[config.mk]
export PLATFORM = sky130hd
export DESIGN_NAME = sprinkler_tens_controller_flat
export DESIGN_NICKNAME = d
export VERILOG_FILES = /design/src/rtl/sprinkler_pkg.sv /design/src/rtl/sprinkler_tens_controller_if.sv /design/src/rtl/sprinkler_edge_detect.sv /design/src/rtl/sprinkler_tens_controller.sv /design/src/flat_wrapper.sv
export SDC_FILE = /design/constraint.sdc
export NUM_CORES = 1
export LEC_CHECK = 0
export CAP_MARGIN = 25
export CORE_AREA = 8 8 45 47
export DETAILED_ROUTE_END_ITERATION = 7
export DIE_AREA = 0 0 53 55
export HOLD_SLACK_MARGIN = 0.1
export PLACE_DENSITY = 0.83
export REMOVE_ABC_BUFFERS = 1
export SYNTH_ARGS = -nofsm -noshare
export SYNTH_HDL_FRONTEND = slang
export SYNTH_SLANG_ARGS = --single-unit
export TNS_END_PERCENT = 5
[constraint.sdc]
create_clock -name clk -period 1.85 [get_ports clk]
set_input_delay 0.37 -clock clk [delete_from_list [all_inputs] [get_ports clk]]
set_output_delay 0.37 -clock clk [all_outputs]
set_load 0.03 [all_outputs]
[src/rtl/sprinkler_pkg.sv]
// Shared definitions for the sprinkler tens-digit controller: FSM encoding,
// BCD limits and active-low seven-segment patterns (bit order {g,f,e,d,c,b,a}).
package sprinkler_pkg;

    typedef enum logic [1:0] {
        ST_IDLE  = 2'b00,
        ST_RUN   = 2'b01,
        ST_DONE  = 2'b10,
        ST_REARM = 2'b11
    } state_e;

    localparam int unsigned BCD_W = 4;
    localparam logic [BCD_W-1:0] BCD_MAX = 4'd9;

    localparam logic [6:0] SEG_BLANK = 7'h7F;
    localparam logic [6:0] SEG_0 = 7'h40;
    localparam logic [6:0] SEG_1 = 7'h79;
    localparam logic [6:0] SEG_2 = 7'h24;
    localparam logic [6:0] SEG_3 = 7'h30;
    localparam logic [6:0] SEG_4 = 7'h19;
    localparam logic [6:0] SEG_5 = 7'h12;
    localparam logic [6:0] SEG_6 = 7'h02;
    localparam logic [6:0] SEG_7 = 7'h78;
    localparam logic [6:0] SEG_8 = 7'h00;
    localparam logic [6:0] SEG_9 = 7'h10;

    // Non-BCD codes render as blank rather than a garbage glyph.
    function automatic logic [6:0] seg7_encode(input logic [BCD_W-1:0] bcd);
        logic [6:0] seg;
        case (bcd)
            4'd0:    seg = SEG_0;
            4'd1:    seg = SEG_1;
            4'd2:    seg = SEG_2;
            4'd3:    seg = SEG_3;
            4'd4:    seg = SEG_4;
            4'd5:    seg = SEG_5;
            4'd6:    seg = SEG_6;
            4'd7:    seg = SEG_7;
            4'd8:    seg = SEG_8;
            4'd9:    seg = SEG_9;
            default: seg = SEG_BLANK;
        endcase
        return seg;
    endfunction

endpackage

[src/rtl/sprinkler_tens_controller_if.sv]
// Request/sensor and valve/display signals of the tens controller.
// Seven-segment outputs exist only when SPRINKLER_SEG7_EN is defined.
interface sprinkler_tens_controller_if #(
    parameter int unsigned UNIT_WIDTH = 4
);
    logic                  start;
    logic                  stop;
    logic [UNIT_WIDTH-1:0] unit_digit;
    logic                  unit_borrow;
    logic                  load_units;
    logic [UNIT_WIDTH-1:0] tens_digit;
    logic                  valve_on;
    logic                  done;
    logic                  aborted;
    logic [1:0]            state;
`ifdef SPRINKLER_SEG7_EN
    logic [6:0]            seg_tens;
    logic [6:0]            seg_units;
`endif

    modport master (
`ifdef SPRINKLER_SEG7_EN
        input  seg_tens,
        input  seg_units,
`endif
        output start,
        output stop,
        output unit_digit,
        output unit_borrow,
        input  load_units,
        input  tens_digit,
        input  valve_on,
        input  done,
        input  aborted,
        input  state
    );

    modport slave (
`ifdef SPRINKLER_SEG7_EN
        output seg_tens,
        output seg_units,
`endif
        input  start,
        input  stop,
        input  unit_digit,
        input  unit_borrow,
        output load_units,
        output tens_digit,
        output valve_on,
        output done,
        output aborted,
        output state
    );

endinterface

[src/rtl/sprinkler_edge_detect.sv]
// One-bit rising-edge detector: a level held for many cycles yields one pulse.
module sprinkler_edge_detect (
    input  logic clk,
    input  logic reset,
    input  logic d,
    output logic rise
);

    logic prev_q;

    always_ff @(posedge clk or negedge reset) begin
        if (!reset) begin
            prev_q <= 1'b0;
        end else begin
            prev_q <= d;
        end
    end

    assign rise = d & ~prev_q;

endmodule

[src/rtl/sprinkler_tens_controller.sv]
// Tens digit of remaining irrigation time plus the irrigation FSM (valve, load, done).
// Optional seven-segment display outputs are enabled by SPRINKLER_SEG7_EN.
module sprinkler_tens_controller
    import sprinkler_pkg::*;
#(
    parameter logic [3:0]  DURATION_TENS = 4'd3,
    parameter int unsigned UNIT_WIDTH    = 4
) (
    input  logic                        clk,
    input  logic                        reset,
    sprinkler_tens_controller_if.slave  bus
);

    if (DURATION_TENS > BCD_MAX) begin : g_bad_duration
        $error("DURATION_TENS must be a BCD digit (0-9)");
    end
    if (UNIT_WIDTH != BCD_W) begin : g_bad_width
        $error("UNIT_WIDTH must equal the BCD digit width");
    end

    logic start_rise;
    logic borrow_rise;

    sprinkler_edge_detect u_start_edge (
        .clk   (clk),
        .reset (reset),
        .d     (bus.start),
        .rise  (start_rise)
    );

    sprinkler_edge_detect u_borrow_edge (
        .clk   (clk),
        .reset (reset),
        .d     (bus.unit_borrow),
        .rise  (borrow_rise)
    );

    state_e           state_q, state_d;
    logic [BCD_W-1:0] tens_q, tens_d;
    logic             aborted_q, aborted_d;
    logic             load_d, load_q;
    logic             valve_q;
    logic             done_q;

    always_comb begin
        state_d   = state_q;
        tens_d    = tens_q;
        aborted_d = aborted_q;
        load_d    = 1'b0;
        unique case (state_q)
            ST_IDLE: begin
                if (start_rise && !bus.stop) begin
                    state_d   = ST_RUN;
                    tens_d    = DURATION_TENS;
                    load_d    = 1'b1;
                    aborted_d = 1'b0;
                end
            end
            ST_RUN: begin
                // Abort wins over a coincident borrow and freezes the digit.
                if (bus.stop) begin
                    state_d   = ST_DONE;
                    aborted_d = 1'b1;
                end else if (borrow_rise) begin
                    if (tens_q != '0) begin
                        tens_d = tens_q - 4'd1;
                    end else begin
                        state_d = ST_DONE;
                        tens_d  = '0;
                    end
                end
            end
            ST_DONE: begin
                state_d = ST_REARM;
            end
            ST_REARM: begin
                if (!bus.start) begin
                    state_d = ST_IDLE;
                end
            end
            default: begin
                state_d = ST_IDLE;
            end
        endcase
    end

    // valve_on and done decode the next state so they change on the same edge as state.
    always_ff @(posedge clk or negedge reset) begin
        if (!reset) begin
            state_q   <= ST_IDLE;
            tens_q    <= '0;
            aborted_q <= 1'b0;
            load_q    <= 1'b0;
            valve_q   <= 1'b0;
            done_q    <= 1'b0;
        end else begin
            state_q   <= state_d;
            tens_q    <= tens_d;
            aborted_q <= aborted_d;
            load_q    <= load_d;
            valve_q   <= (state_d == ST_RUN);
            done_q    <= (state_d == ST_DONE);
        end
    end

    assign bus.load_units = load_q;
    assign bus.tens_digit = tens_q;
    assign bus.valve_on   = valve_q;
    assign bus.done       = done_q;
    assign bus.aborted    = aborted_q;
    assign bus.state      = state_q;

`ifdef SPRINKLER_SEG7_EN
    logic [6:0] seg_tens_q;
    logic [6:0] seg_units_q;
    logic       seg_show;

    // Display tracks the valve, plus the DONE cycle so the final digits are visible.
    assign seg_show = (state_d == ST_RUN) || (state_d == ST_DONE);

    always_ff @(posedge clk or negedge reset) begin
        if (!reset) begin
            seg_tens_q  <= SEG_BLANK;
            seg_units_q <= SEG_BLANK;
        end else begin
            seg_tens_q  <= seg_show ? seg7_encode(tens_q) : SEG_BLANK;
            seg_units_q <= seg_show ? seg7_encode(bus.unit_digit) : SEG_BLANK;
        end
    end

    assign bus.seg_tens  = seg_tens_q;
    assign bus.seg_units = seg_units_q;
`else
    logic unused_unit_digit;
    assign unused_unit_digit = ^bus.unit_digit;
`endif

endmodule

[src/flat_wrapper.sv]
// flat-port wrapper written by rule: the top's interface ports become plain ports
module sprinkler_tens_controller_flat import sprinkler_pkg::*;
#(
    parameter logic [3:0]  DURATION_TENS = 4'd3,
    parameter int unsigned UNIT_WIDTH    = 4
)
  (clk, reset, bus_start, bus_stop, bus_unit_digit, bus_unit_borrow, bus_load_units, bus_tens_digit, bus_valve_on, bus_done, bus_aborted, bus_state);
  sprinkler_tens_controller_if #(.UNIT_WIDTH(UNIT_WIDTH)) bus_i ();
  input  logic clk;
  input  logic reset;
  input wire logic [$bits(bus_i.start)-1:0] bus_start;
  input wire logic [$bits(bus_i.stop)-1:0] bus_stop;
  input wire logic [$bits(bus_i.unit_digit)-1:0] bus_unit_digit;
  input wire logic [$bits(bus_i.unit_borrow)-1:0] bus_unit_borrow;
  output wire logic [$bits(bus_i.load_units)-1:0] bus_load_units;
  output wire logic [$bits(bus_i.tens_digit)-1:0] bus_tens_digit;
  output wire logic [$bits(bus_i.valve_on)-1:0] bus_valve_on;
  output wire logic [$bits(bus_i.done)-1:0] bus_done;
  output wire logic [$bits(bus_i.aborted)-1:0] bus_aborted;
  output wire logic [$bits(bus_i.state)-1:0] bus_state;
  assign bus_i.start = bus_start;
  assign bus_i.stop = bus_stop;
  assign bus_i.unit_digit = bus_unit_digit;
  assign bus_i.unit_borrow = bus_unit_borrow;
  assign bus_load_units = bus_i.load_units;
  assign bus_tens_digit = bus_i.tens_digit;
  assign bus_valve_on = bus_i.valve_on;
  assign bus_done = bus_i.done;
  assign bus_aborted = bus_i.aborted;
  assign bus_state = bus_i.state;
  sprinkler_tens_controller #(.DURATION_TENS(DURATION_TENS), .UNIT_WIDTH(UNIT_WIDTH)) u_core (.clk(clk), .reset(reset), .bus(bus_i));
endmodule
# ---- Word level (Yosys, flattened, before mapping)
# Index checks and enable logic that the tools add are counted.
dict set report totals {
  register_bits 12
  inputBits 9
  output_inout_bits 10
  elab_cells 45
}
dict set report op_classes {
  add_sub_neg 1
  n_eq_ne 9
  muxes 16
  bitwise_logic 4
  n_reduce_logical 7
}
# cell n
set op_table {}
lappend op_table {{two-way mux 4 bit} 4}
lappend op_table {{two-way mux 2 bit} 5}
lappend op_table {{case mux 2 bit (4 select lines)} 1}
lappend op_table {{case mux 4 bit (2 select lines)} 1}
lappend op_table {{== test 2 bit, second input constant} 3}
lappend op_table {{== test 2 x 1 -> 1 bit, second input constant} 2}
lappend op_table {{two-way mux 1 bit} 4}
lappend op_table {{!= test 2 x 1 -> 1 bit, second input constant} 2}
lappend op_table {{!= test 2 bit, second input constant} 2}
lappend op_table {{AND reduction 4 bit} 1}
lappend op_table {{nonzero test 4 bit} 1}
lappend op_table {{subtractor 4 x 1 -> 4 bit, second input constant} 1}
lappend op_table {{AND reduction 3 bit} 1}
lappend op_table {{AND 1 bit} 2}
lappend op_table {{zero test 2 bit} 1}
lappend op_table {{inverter 1 bit} 2}
lappend op_table {{case mux 1 bit (2 select lines)} 1}
lappend op_table {{nonzero test 2 bit} 1}
lappend op_table {{logical AND 1 bit} 1}
lappend op_table {{zero test 1 bit} 1}

# ---- Longest topological paths before layout
# Gate-level depths: netlist (run 1).
dict set report depth {
  ltp_word 6
  depth_mapped 4
  ltp_nobuf 3
}

# ---- By module
# From an unflattened synthesis (run 1), not the netlist that was laid out.
dict set report unflattened {
  cells_unflattened 48
  hier_area_um2 553.0
}
# module instances cells_each area_per_inst_um2 seq_area_each_um2
set by_module_without_submodules {}
lappend by_module_without_submodules {sprinkler_tens_controller 1 44 475.5 250.2}
lappend by_module_without_submodules {sprinkler_edge_detect 2 2 38.8 25.0}

# ---- Worst setup path before layout (run 1)
# No wires, ideal clock.
dict set report synth_path {
  path_kind {register to register}
  start {register u_core.tens_q[0], in the netlist u_core.bus.tens_digit[0]}
  end {register u_core.state_q[0], in the netlist u_core.bus.state[0]}
  setup_ps 142
  arrival_time_ps 1380
  required_ps 1708
  setup_slack_ps 328
  stages_incl_launch_ff 4
  n_path_buf 0
  period_less_slack_ps 1522
  path_cell_list {dfrtp_1 or4_4 o21bai_1 o221ai_1}
}
dict set report synth_via {
  elab_chain_cells 5
}
# item line
set synth_rtl {}
lappend synth_rtl {{start: declaration} sprinkler_tens_controller.sv:39} ;# logic [BCD_W-1:0] tens_q, tens_d;
lappend synth_rtl {{start signal: assignment} sprinkler_tens_controller.sv:98} ;# tens_q <= tens_d;
lappend synth_rtl {{nonzero test 4 bit} sprinkler_tens_controller.sv:65} ;# if (tens_q != '0) begin
lappend synth_rtl {{two-way mux 2 bit} sprinkler_tens_controller.sv:65}
lappend synth_rtl {{two-way mux 2 bit} sprinkler_tens_controller.sv:64} ;# end else if (borrow_rise) begin
lappend synth_rtl {{two-way mux 2 bit} sprinkler_tens_controller.sv:61} ;# if (bus.stop) begin
lappend synth_rtl {{case mux 2 bit (4 select lines)} sprinkler_tens_controller.sv:50} ;# unique case (state_q)
lappend synth_rtl {{net u_core.state_d[0]} sprinkler_tens_controller.sv:38} ;# state_e state_q, state_d;
lappend synth_rtl {{end signal: assignment} sprinkler_tens_controller.sv:97} ;# state_q <= state_d;
lappend synth_rtl {{end: declaration} sprinkler_tens_controller.sv:38}
# The timed path passes the listed nets, and every way through them passes these cells.
# A chain may end at the register's enable or synchronous reset.

# ---- Final worst setup path (run 1)
dict set report layout_path {
  start {register u_core.state_q[1], in the netlist u_core.bus.state[1]}
  end {output bus_state[1]}
}
# item line
set layout_lines {}
lappend layout_lines {{end: declaration} flat_wrapper.sv:20} ;# output wire logic [$bits(bus_i.state)-1:0] bus_state;
# No word-level cell between the ends.

==> impl_results.html, run 1 <==
<table>
<tr><th>Metric</th><th>Value</th></tr>
<tr><th colspan="2">Yosys</th></tr>
<tr><td>Most used DFF post-synth</td><td>sky130_fd_sc_hd__dfrtp_1</td></tr>
<tr><td>Area fraction in and, or, nand and nor cells after synthesis</td><td>a little under a fifth</td></tr>
<tr><td>Adder-cell area share of the yosys netlist</td><td>0%</td></tr>
<tr><td>Synth cell count leaders</td><td>sky130_fd_sc_hd__dfrtp_1, sky130_fd_sc_hd__nor2_1, sky130_fd_sc_hd__inv_1, sky130_fd_sc_hd__o21a_1</td></tr>
<tr><td>Library cell occupying the most area in the post-synthesis netlist</td><td>sky130_fd_sc_hd__dfrtp_1</td></tr>
<tr><td>Yosys reg bits</td><td>12</td></tr>
<tr><td>Post-Synth XOR/XNOR Area</td><td>0%</td></tr>
<tr><td>Area fraction in compound gates after synthesis</td><td>22.81%</td></tr>
<tr><td>Area contributors post-synth</td><td>sky130_fd_sc_hd__dfrtp_1, sky130_fd_sc_hd__o21a_1, sky130_fd_sc_hd__nor2_1</td></tr>
<tr><td>Count leader, synth</td><td>sky130_fd_sc_hd__dfrtp_1</td></tr>
<tr><td>Sequential cell area fraction in the yosys report</td><td>approximately 55%</td></tr>
<tr><td>Mapped cell area</td><td>around 540 sq um</td></tr>
<tr><td>Total number of yosys warnings</td><td>0</td></tr>
<tr><td>Count of mapped cells out of synthesis</td><td>just under 50</td></tr>
<tr><td>Count of distinct cell types in the synthesized netlist</td><td>25</td></tr>
<tr><td>Fraction of synthesized area in multiplexers</td><td>0%</td></tr>
<tr><td>Average cell area after synthesis</td><td>around 11 sq um</td></tr>
<tr><td>Share of flip-flops with an asynchronous set or reset</td><td>100.0%</td></tr>
<tr><td>Dominant combinational cell family by area after synthesis</td><td>compound AO/OA/AOI/OAI gates</td></tr>
<tr><td>Number of enable-type register cells in the synthesized netlist</td><td>0</td></tr>
<tr><td>Area fraction of the dominant cell type after synthesis</td><td>55.30%</td></tr>
<tr><th colspan="2">Pwr</th></tr>
<tr><td>PD cells</td><td>~1400 nW/um^2</td></tr>
<tr><td>Leakage power</td><td>0.0003312 uW</td></tr>
<tr><td>Worst vdd rail ir drop</td><td>605.2 uV</td></tr>
<tr><th colspan="2">Timing</th></tr>
<tr><td>Min Hold Slack</td><td>approximately 430 ps</td></tr>
<tr><td>Final critical delay including setup and external delays</td><td>around 1800 ps</td></tr>
<tr><td>RSZ-0062 raised after global routing</td><td>false</td></tr>
<tr><td>Transition time at the pin with the least slew margin</td><td>between 500 and 600 ps</td></tr>
<tr><td>Worst clock skew</td><td>around 1.7 ps</td></tr>
<tr><td>Final hold violation count</td><td>0</td></tr>
<tr><td>Final Setup Violations</td><td>0</td></tr>
<tr><td>Total Neg Setup Slack</td><td>0 ps</td></tr>
<tr><td>Max Transition Viols Final</td><td>0</td></tr>
<tr><td>Fmax</td><td>between 0.5 and 0.6 GHz</td></tr>
<tr><td>Final clock period utilization by the worst path</td><td>roughly 97%</td></tr>
<tr><td>Slew Limit Headroom</td><td>around 66%</td></tr>
<tr><th colspan="2">Clocking</th></tr>
<tr><td>Level count of the clock H-tree</td><td>1</td></tr>
<tr><td>CTS Root Cell</td><td>sky130_fd_sc_hd__clkbuf_4</td></tr>
<tr><td>Post-CTS Repair Setup Buffers</td><td>0</td></tr>
<tr><td>Clock tree from TritonCTS</td><td>done</td></tr>
<tr><td>Max Buffers Root-to-Sink</td><td>2</td></tr>
<tr><td>Clock insertion delay at the later pin of the skew report</td><td>280 ps</td></tr>
<tr><td>Clock buffers created by TritonCTS</td><td>3</td></tr>
<tr><td>CTS hold repair buffers</td><td>0</td></tr>
<tr><td>Post-cts repair resize count</td><td>0</td></tr>
<tr><td>TritonCTS sink count</td><td>12</td></tr>
<tr><td>Clock edge transition at the registers on the reported setup and hold paths</td><td>~70 ps</td></tr>
<tr><th colspan="2">Die</th></tr>
<tr><td>Die area</td><td>roughly 2900 sq um</td></tr>
<tr><td># rows</td><td>14</td></tr>
<tr><td>Effective utilization at floorplan</td><td>39.24%</td></tr>
<tr><td>Placeable core area</td><td>1384 sq um</td></tr>
<tr><td>IO Count</td><td>19</td></tr>
<tr><td>Chip Width</td><td>53 um</td></tr>
<tr><td>Chip height</td><td>55 um</td></tr>
<tr><th colspan="2">GRT</th></tr>
<tr><td>Via count of the first global-routing pass</td><td>400</td></tr>
<tr><td>Initial antenna violation count</td><td>0</td></tr>
<tr><td>Pin count of the biggest net entering global routing</td><td>13</td></tr>
<tr><td>Residual overflow from global routing</td><td>0</td></tr>
<tr><td>Global-route wire length before repair</td><td>~1.7 mm</td></tr>
<tr><td>Global Route Usage Sum</td><td>under 10%</td></tr>
<tr><th colspan="2">Cells and area</th></tr>
<tr><td>Final antenna diode count</td><td>0</td></tr>
<tr><td>Signed area change from the synthesized netlist to the final layout</td><td>35.71%</td></tr>
<tr><td>Count of nets after finishing</td><td>a little under 80</td></tr>
<tr><td>Util after Layout</td><td>53.25%</td></tr>
<tr><td>Filler cell count in the final layout</td><td>120</td></tr>
<tr><td>Sequential cell area</td><td>300.3 sq um</td></tr>
<tr><td>Area used by multi-input combinational logic</td><td>between 200 and 250 sq um</td></tr>
<tr><td>Share of cells above drive strength 1</td><td>between 10% and 20%</td></tr>
<tr><th colspan="2">Drt</th></tr>
<tr><td>Via count of the routed design</td><td>about 430</td></tr>
<tr><td>Iter 0 DRT Violations</td><td>11</td></tr>
<tr><td>Residual antenna-violating net count after detailed routing</td><td>0</td></tr>
<tr><td>DR vias/cell</td><td>between 5 and 6</td></tr>
<tr><td>Routed wire length</td><td>roughly 1.1 mm</td></tr>
<tr><td>TritonRoute pass-1 iters</td><td>4</td></tr>
<tr><td>Count of unresolved DRC violations after routing</td><td>0</td></tr>
<tr><td>Average wire length per cell after detail routing</td><td>13.74 um</td></tr>
<tr><th colspan="2">Flow run</th></tr>
<tr><td>Max Cap Viol</td><td>0</td></tr>
<tr><th colspan="2">Setup path</th></tr>
<tr><td>Longest individual stage delay on the worst path</td><td>roughly 710 ps</td></tr>
<tr><td>WP buf/inv</td><td>1</td></tr>
<tr><td>WP data required</td><td>approximately 1500 ps</td></tr>
<tr><td>Cell with the biggest individual delay on the critical path</td><td>sky130_fd_sc_hd__clkdlybuf4s50_1</td></tr>
<tr><td>Setup slack on the worst flop-to-flop path</td><td>~370 ps</td></tr>
<tr><td>Cells along the critical path</td><td>clkdlybuf4s50_1</td></tr>
<tr><td>Kind of end point of the critical path</td><td>output pin</td></tr>
<tr><td>Category of the worst setup path launch point</td><td>register</td></tr>
<tr><td>Data arrival time of the worst path</td><td>approximately 1400 ps</td></tr>
<tr><td>Dominant delay contributor by cell family on the critical path</td><td>buffers and inverters</td></tr>
<tr><td>Maximum net fanout on the critical path</td><td>7</td></tr>
<tr><td>Endpoint of the most critical register-to-register path</td><td>u_core.bus.state[0]$_DFF_PN0_</td></tr>
<tr><td>Number of cell instances on the worst register-to-register path</td><td>3</td></tr>
<tr><td>Reg-to-Reg Start</td><td>u_core.bus.tens_digit[0]$_DFFE_PN0P_</td></tr>
<tr><td>Class of the most critical setup path</td><td>register to output pin</td></tr>
<tr><th colspan="2">Worst hold path</th></tr>
<tr><td>Hold/Removal Path Class</td><td>input port to async pin</td></tr>
<tr><th colspan="2">Run status</th></tr>
<tr><td>Run status</td><td>finished clean</td></tr>
<tr><th colspan="2">Placed design</th></tr>
<tr><td>Total of buffers placed on input and output ports</td><td>14</td></tr>
<tr><td>Half-perimeter wire length after placement</td><td>about 850 um</td></tr>
<tr><td>Gp weighted congestion</td><td>0.8238</td></tr>
</table>
## per-stage QoR
stage | instances | power [uW] | area (sq um) | worst slack [ps]
floorplan | 48 | 702.6 | 539.3 | 328.2
global placement | 79 | 894.7 | 706.9 | 112.7
detailed placement | 79 | 903.6 | 706.9 | 60.41
CTS | 82 | 1064 | 729.5 | 28.17
global route | 82 | 1110 | 737.0 | 5.590
finish | 82 | 1052 | 737.0 | 49.92
## where the power goes
group	switching [uW]	leakage (uW)	internal, uW	total (uW)
logic	272	0.000170	203	475
clock network	85.6	0.0000138	75.6	161
registers	83.7	0.000147	332	416
total	442	0.000331	611	1050
## metal layers
layer / routed length [um] / share of wire, % / GRT usage [%] / vias to the layer above
li1: - / - / - / 215
met1: 483 / 43 / 7.413 / 199
met2: 557 / 49 / 13.48 / 14
met3: 57 / 5.1 / 3.209 / 4
met4: 29 / 2.6 / 7.759 / 0
met5: 0 / 0 / 0 / -
## cells in the final DEF (no fill, tap or decap), drive strengths merged, types with 3 or more instances in the layout
master         synthesis  final
clkbuf                 1      3
o21a                   3      3
clkdlybuf4s50          0     11
nor2                   5      5
dfrtp                 12     12
dlymetal6s2s           0      3
inv                    3      3
## worst max-delay path by stage
stage / end / slack, ps / cells past startpoint / from
CTS: bus_tens_digit[1] / 30 / 1 / u_core.bus.tens_digit[1]$_DFFE_PN0P_
global placement: u_core.bus.valve_on$_DFF_PN0_ / 110 / 4 / bus_start
global route: bus_state[1] / 6 / 1 / u_core.bus.state[1]$_DFF_PN0_
floorplan: u_core.bus.state[0]$_DFF_PN0_ / 330 / 3 / u_core.bus.tens_digit[0]$_DFFE_PN0P_
finish: bus_state[1] / 50 / 1 / u_core.bus.state[1]$_DFF_PN0_
detailed placement: u_core.bus.valve_on$_DFF_PN0_ / 60 / 4 / bus_start
## logic make-up (layout without fill, tap and decap cells)
logic type / after synthesis / in the layout
AOI/OAI and AO/OA: 17 / 17
and+or+nand+nor: 16 / 16
DFF: 12 / 12
buffers and inverters: 4 / 21
## state kept, by name, indices dropped and copies added, names as in the netlist
register / cells
u_core.u_start_edge.prev_q: 1
u_core.bus.tens_digit: 4
u_core.bus.valve_on: 1
u_core.u_borrow_edge.prev_q: 1
u_core.bus.load_units: 1
u_core.bus.aborted: 1
u_core.bus.done: 1
u_core.bus.state: 2
## layout make-up
class	count	area share, %
flip-flops and latches	12	40.75
multi-input cells	33	30.90
repair buffers	15	21.05
clock buffers	3	3.056
well taps	16	2.716
inverters	3	1.528
Note: power is estimated with default switching activity, not from simulation.
==> run 2: changes to the inputs <==
MAX_ROUTING_LAYER = met4   (was not set)
==> results of run 2 <==
No change in the layout: final DEF, timing and power equal those of run 1.
Among the figures that moved: final weighted congestion in routability-driven placement 0.8238 -> 0.8362; overall routing resource usage 8.084% -> 8.333%
